File: src/rtl/enable_pulse_gen.sv
// enable_pulse_gen
//
// Produces bursts of enable pulses with exact lengths. A command sets the
// high length, the low gap and the number of pulses. enable_out then stays
// high for exactly high_len cycles per pulse, so a downstream cycle counter
// reads back the commanded length. This is used for self-test and
// calibration of the counting chain.
//
// Ports:
//   clk           sole clock
//   rst           asynchronous, active-high reset
//   cmd_valid     command offered
//   cmd_ready     command accepted when cmd_valid && cmd_ready at a rising edge
//   cmd_high_len  cycles enable_out is high per pulse
//   cmd_low_len   low gap between pulses (0 behaves as 1)
//   cmd_pulses    number of pulses in the burst
//   abort         terminate the active burst
//   enable_out    generated enable (registered)
//   busy          burst in progress (registered)
//   done          one-cycle pulse on normal burst completion
//   pulses_sent   completed high phases in the current/last burst
module enable_pulse_gen #(
  parameter int COUNTER_WIDTH = 32,
  parameter int BURST_WIDTH   = 16
) (
  input  logic                     clk,
  input  logic                     rst,
  input  logic                     cmd_valid,
  output logic                     cmd_ready,
  input  logic [COUNTER_WIDTH-1:0] cmd_high_len,
  input  logic [COUNTER_WIDTH-1:0] cmd_low_len,
  input  logic [BURST_WIDTH-1:0]   cmd_pulses,
  input  logic                     abort,
  output logic                     enable_out,
  output logic                     busy,
  output logic                     done,
  output logic [BURST_WIDTH-1:0]   pulses_sent
);

  typedef enum logic [1:0] {
    IDLE = 2'd0,
    HIGH = 2'd1,
    LOW  = 2'd2
  } state_t;

  state_t                   state_reg, state_next;
  logic [COUNTER_WIDTH-1:0] phase_cnt_reg, phase_cnt_next;
  logic [COUNTER_WIDTH-1:0] high_len_reg, high_len_next;
  logic [COUNTER_WIDTH-1:0] low_len_reg, low_len_next;
  logic [BURST_WIDTH-1:0]   pulses_reg, pulses_next;
  logic [BURST_WIDTH-1:0]   sent_next;
  logic [BURST_WIDTH-1:0]   sent_plus_one;
  logic [COUNTER_WIDTH-1:0] gap_len;
  logic                     enable_next;
  logic                     busy_next;
  logic                     done_next;
  logic                     accept;
  logic                     degenerate;
  logic                     phase_end;
  logic                     last_pulse;

  // Ready is gated by rst so nothing can be accepted while reset is held.
  assign cmd_ready  = (state_reg == IDLE) && !abort && !rst;
  assign accept     = cmd_valid && cmd_ready;
  assign degenerate = (cmd_high_len == '0) || (cmd_pulses == '0);

  // The phase counter holds the number of cycles left in the current phase,
  // including the present one, so a value of 1 marks the final cycle.
  assign phase_end = (phase_cnt_reg == COUNTER_WIDTH'(1));

  // pulses_sent is always below pulses_reg while in HIGH, so the +1 cannot wrap.
  assign sent_plus_one = pulses_sent + BURST_WIDTH'(1);
  assign last_pulse    = (sent_plus_one >= pulses_reg);

  // A zero gap is stretched to one cycle so adjacent pulses never merge.
  assign gap_len = (low_len_reg == '0) ? COUNTER_WIDTH'(1) : low_len_reg;

  always_comb begin
    state_next     = state_reg;
    phase_cnt_next = phase_cnt_reg;
    high_len_next  = high_len_reg;
    low_len_next   = low_len_reg;
    pulses_next    = pulses_reg;
    sent_next      = pulses_sent;
    enable_next    = 1'b0;
    done_next      = 1'b0;

    case (state_reg)
      IDLE: begin
        if (accept) begin
          high_len_next = cmd_high_len;
          low_len_next  = cmd_low_len;
          pulses_next   = cmd_pulses;
          sent_next     = '0;
          if (degenerate) begin
            // Nothing to emit: report completion on the next cycle.
            done_next = 1'b1;
          end else begin
            state_next     = HIGH;
            phase_cnt_next = cmd_high_len;
            enable_next    = 1'b1;
          end
        end
      end

      HIGH: begin
        if (abort) begin
          // Abort wins over a phase ending in the same cycle; the
          // interrupted pulse is not counted.
          state_next = IDLE;
        end else if (phase_end) begin
          sent_next = sent_plus_one;
          if (last_pulse) begin
            state_next = IDLE;
            done_next  = 1'b1;
          end else begin
            state_next     = LOW;
            phase_cnt_next = gap_len;
          end
        end else begin
          phase_cnt_next = phase_cnt_reg - COUNTER_WIDTH'(1);
          enable_next    = 1'b1;
        end
      end

      LOW: begin
        if (abort) begin
          state_next = IDLE;
        end else if (phase_end) begin
          state_next     = HIGH;
          phase_cnt_next = high_len_reg;
          enable_next    = 1'b1;
        end else begin
          phase_cnt_next = phase_cnt_reg - COUNTER_WIDTH'(1);
        end
      end

      default: begin
        state_next = IDLE;
      end
    endcase

    busy_next = (state_next != IDLE);
  end

  always_ff @(posedge clk or posedge rst) begin
    if (rst) begin
      state_reg     <= IDLE;
      phase_cnt_reg <= '0;
      high_len_reg  <= '0;
      low_len_reg   <= '0;
      pulses_reg    <= '0;
      pulses_sent   <= '0;
      enable_out    <= 1'b0;
      busy          <= 1'b0;
      done          <= 1'b0;
    end else begin
      state_reg     <= state_next;
      phase_cnt_reg <= phase_cnt_next;
      high_len_reg  <= high_len_next;
      low_len_reg   <= low_len_next;
      pulses_reg    <= pulses_next;
      pulses_sent   <= sent_next;
      enable_out    <= enable_next;
      busy          <= busy_next;
      done          <= done_next;
    end
  end

endmodule

File: config.mk
export PLATFORM = sky130hd
export DESIGN_NAME = enable_pulse_gen
export DESIGN_NICKNAME = d
export VERILOG_FILES = /design/src/rtl/enable_pulse_gen.sv
export SDC_FILE = /design/constraint.sdc
export NUM_CORES = 1
export LEC_CHECK = 0
export ABC_CLOCK_PERIOD_IN_PS = 4100
export CORE_MARGIN = 3
export CORE_UTILIZATION = 50
export CTS_BUF_LIST = sky130_fd_sc_hd__clkbuf_4 sky130_fd_sc_hd__clkbuf_8 sky130_fd_sc_hd__clkbuf_16
export CTS_CLUSTER_SIZE = 28
export DETAILED_ROUTE_END_ITERATION = 10
export PLACE_DENSITY_LB_ADDON = 0.1
export SLEW_MARGIN = 20
export SYNTH_ARGS = -nofsm -noshare
export SYNTH_HDL_FRONTEND = slang
export SYNTH_SLANG_ARGS = --single-unit
File: constraint.sdc
create_clock -name clk -period 4.1 [get_ports clk]
set_input_delay 0.615 -clock clk [delete_from_list [all_inputs] [get_ports clk]]
set_output_delay 0.615 -clock clk [all_outputs]
set_load 0.01 [all_outputs]
# Yosys cells after proc, flatten, opt, wreduce, memory -nomap -nowiden
# Cells that the tools add are included.
# classes
n_addsub,2
order_cmp,1
eq_ne,9
n_mux,34
n_reduce_logical,16
# ops
cell,n
two-way mux 32 bit,8
case mux 32 bit (3 select lines),1
zero test 32 bit,2
two-way mux 16 bit,3
"== test 32 x 1 -> 1 bit, second input constant",1
case mux 16 bit (2 select lines),1
"subtractor 32 x 1 -> 32 bit, second input constant",1
"adder 16 x 1 -> 16 bit, second input constant",1
>= comparator 16 bit,1
zero test 16 bit,1
two-way mux 2 bit,7
two-way mux 1 bit,11
"!= test 2 bit, second input constant",5
case mux 2 bit (3 select lines),1
AND reduction 6 bit,1
AND reduction 4 bit,1
nonzero test 2 bit,2
logical AND 1 bit,3
"!= test 3 bit, second input constant",1
case mux 1 bit (3 select lines),1
nonzero test 3 bit,1
"== test 2 x 1 -> 1 bit, second input constant",1
"== test 2 bit, second input constant",1
zero test 1 bit,2
other kinds (4),4
# totals
regBits,133
inputBits,84
output_inout_bits,20
wordCells,71

# Depth between registers and ports, before layout
# logic_depth
ltp_word,7
mapped_depth,16
ltp_nobuf,14

# Least setup slack after synthesis
# OpenSTA, ideal clock, no wires.
# synth_timing
path_kind,register to register
startpoint,register pulses_sent[2]
endpoint,register phase_cnt_reg[18]
setup_time_ns,0.133
t_arrival_ns,3.261
t_required_ns,3.967
path_slack_ns,0.706
path_stages_with_launch,16
n_path_buf,2
period_less_slack_ns,3.394
cell_sequence,dfrtp_1 nand3_1 nor3_1 and3_1 clkbuf_1 nand3_1 xnor2_1 ha_1 a21o_1 a21oi_1 o22ai_1 a211oi_1 o31ai_4 buf_2 o21ai_0 o21ai_0
# synth_via
elab_chain_cells,4
# synth_lines
element,line_no,text
from (decl),37,output logic [BURST_WIDTH-1:0] pulses_sent
from (signal assigned),163,pulses_sent <= sent_next;
adder 16 x 1 -> 16 bit,72,assign sent_plus_one = pulses_sent + BURST_WIDTH'(1);
>= comparator 16 bit,73,assign last_pulse = (sent_plus_one >= pulses_reg);
!= test 3 bit (no line),--,
AND reduction 6 bit (no line),--,
to (signal assigned),159,phase_cnt_reg <= phase_cnt_next;
to (decl),47,"logic [COUNTER_WIDTH-1:0] phase_cnt_reg, phase_cnt_next;"
# Every way passes these cells.
# A chain may end at the register's enable or synchronous reset.

# Worst setup path after layout
# layout_timing
startpoint,register pulses_sent[0]
endpoint,register phase_cnt_reg[27]
# The elaborated chain is that of the path after synthesis.

==> results.ini <==
[clocking]
post_cts_buffers = 0
clock_latency_ns = 0.42
ctsRootBufferMaster = clkbuf_16
clk_path_buf_depth = 2
cts_hold_buf = 0
htree_levels = 4
clk_pin_slew_ns = 0.07
ctsResizeCount = 0
numCtsBuffers = 17
clock-sinks = 133
cts_tree = done

[placement]
pre_cts_ws_ns = 0.479
gp_congestion = 0.892
io_buffers = 103
place_hpwl_microns = 15000

[critical_path]
cp-start-kind = register
cp-end-kind = register
critPathArrivalTime_ns = 4.00
critPathKind = register to register
worstPathRequired_ns = 4.41
path_max_fanout = 64

[sta]
finClkSkew_ns = 0.00938
finalHoldViolCount = 0
finalWorstSetupSlack_ns = 0.408
timing.slew.headroom_pct = 34.7
rsz0062_at_grt = no
period_needed_ns = 3.69
worst_hold_slack_ns = 0.475
setup_viol_count_final = 0
fin_setup_tns_ns = 0
worst_pin_slew_ns = 0.979
finalCritPeriodShare_pct = 90.1
final_max_slew_viol_count = 0
fmax_mhz = 271

[die]
fp.coreArea_sq_um = 14200
die_y_microns = 128
rows = 43
die_x_microns = 128
start_util_pct = 52.4
die-area_sq_um = 16400
ios = 104

[min_path]
hold_class = register to register

[drt]
viasPerCell = 5.86
ant_nets = 0
route.detailed.drc = 0
first_pass_iters = 5
totalWireLength_microns = 21800
drt_iter0_markers = 752
wire_per_inst_microns = 18.2
via_count = 7030

[global_route]
grt_overflow_total = 0
antenna_found_initial = 0
grt_usage_pct = 27.3
grt_max_degree = 121
grt_pass1_wl_microns = 35300
grt_pass1_vias = 6554

[logic_synthesis]
syn_area_sq_um = 7450
synth_edf_count = 0
syn_area_per_cell_sq_um = 8.07
yosys.area.top_type_share_pct = 44.7
synthCells = 923
synth_cell_types = 53
synth.area.top_cells = dfrtp_1 45%, nand2_1 14%, o21ai_0 5.9%
ys_seq_elements = 133
yosysTopAreaCell = dfrtp_1
synth_async_sr_flop_share_pct = 100
seq_area_frac_synth_pct = 44.7
synthTopCellsByCount = 274 x nand2_1, 133 x dfrtp_1, 88 x o21ai_0
synth_top_flop_cell = dfrtp_1
synth.most_common_cell = nand2_1
ys.warnings.count = 0
syn_nets = 1030

[power_and_ir_drop]
vdd_drop_max_v = 0.000346
leakage_nw = 4.16
powerDensity_nw_per_um2 = 614

[finish]
drive_above_1_share_pct = 5.39
area_growth_pct = 23.7
nNetsFinal = 1114
post-route-util_pct = 64.8
antenna_cells = 0
n_fill_cell = 1233

[status]
status = complete, no violations

[run]
drv_cap = 0

==> through the flow <==
stage	total power, mW	cell area, sq um	cells
final	5.65	9210	1200
after detailed placement	4.10	8620	1168
after CTS	5.64	9210	1200
after global routing	6.03	9210	1200
after floorplan	3.50	7450	923
after global placement	4.06	8620	1168
==> report_power, final <==
group	internal, mW	switching [mW]
logic	0.746	1.09
registers	1.81	0.483
clock network	0.861	0.656
==> kinds of logic (layout without fill, tap and decap cells) <==
logic type	Yosys count	in the layout	share of synthesized area (%)
AOI/OAI and AO/OA	219	219	18.0
xor gates and xnor gates	26	26	3.06
adders and majority gates	23	23	3.86
buffers and inverters	75	172	3.92
DFF	133	133	44.7
muxes	1	1	0.134
and+or+nand+nor	446	446	26.3
==> cell type report <==
class | count | area, sq um | share of cell area (%)
inverters | 26 | 101 | 1.10
multi-input cells | 715 | 3830 | 41.6
repair buffers | 114 | 1140 | 12.4
well taps | 180 | 225 | 2.45
flip-flops and latches | 133 | 3330 | 36.1
clock buffers | 17 | 425 | 4.62
clock inverters | 15 | 160 | 1.74
==> worst max-delay path, cell delays in order, from the launching register on <==
cell	delay, ns
dfrtp_1	0.45
ha_1	0.27
nand3_1	0.14
nor2_1	0.26
and3_1	0.32
nand3_1	0.12
xnor2_1	0.19
ha_1	0.28
nand2_1	0.08
o21a_1	0.12
o22ai_1	0.08
a211oi_1	0.53
o31ai_4	0.14
buf_12	0.21
o32a_1	0.37
==> layout by cell type (no fill, tap or decap), types with 3 or more instances in the layout <==
cell | synthesis | routed
o21ai_0 | 88 | 88
or4_1 | 4 | 4
buf_4 | 1 | 9
o31ai_1 | 3 | 3
clkdlybuf4s50_1 | 0 | 103
clkbuf_16 | 0 | 17
inv_6 | 0 | 7
a22oi_1 | 9 | 9
o21ai_1 | 6 | 6
o2bb2ai_1 | 3 | 3
ha_1 | 23 | 23
nor4_1 | 21 | 21
and3_1 | 6 | 6
nand2_1 | 274 | 273
o22ai_1 | 8 | 8
inv_1 | 25 | 24
o22a_1 | 6 | 6
xnor2_1 | 11 | 11
nand3_1 | 17 | 17
a21oi_1 | 49 | 49
o32a_1 | 4 | 4
xor2_1 | 15 | 15
or3_1 | 4 | 4
a31oi_1 | 4 | 4
nor3_1 | 24 | 24
nor2b_1 | 4 | 4
nor4_4 | 3 | 3
a211oi_1 | 4 | 4
a32oi_1 | 11 | 11
a22o_1 | 7 | 7
nor2_1 | 64 | 64
dfrtp_1 | 133 | 133
nand4_1 | 15 | 15
o21a_1 | 3 | 3
==> metal layers <==
layer | up-vias | part of all wire (%) | GRT usage, %
met5 | - | 0 | 0
met4 | 0 | 1.8 | 7.62
met3 | 31 | 8.2 | 5.92
met2 | 316 | 44 | 39.2
met1 | 3294 | 46 | 41.5
li1 | 3389 | - | -
==> final timing paths <==
check                                       from                end  slack (ns)  cells past startpoint
worst min register to register  high_len_reg[29]   high_len_reg[29]        0.47                      2
max in group asynchronous                    rst  phase_cnt_reg[24]        2.62                      3
worst max-delay path              pulses_sent[0]  phase_cnt_reg[27]        0.41                     14
min in group asynchronous                    rst               done        0.55                      2
worst max register to register    pulses_sent[0]  phase_cnt_reg[27]        0.41                     14
worst min-delay path            high_len_reg[29]   high_len_reg[29]        0.47                      2
Note: power is estimated with default switching activity, not from simulation.
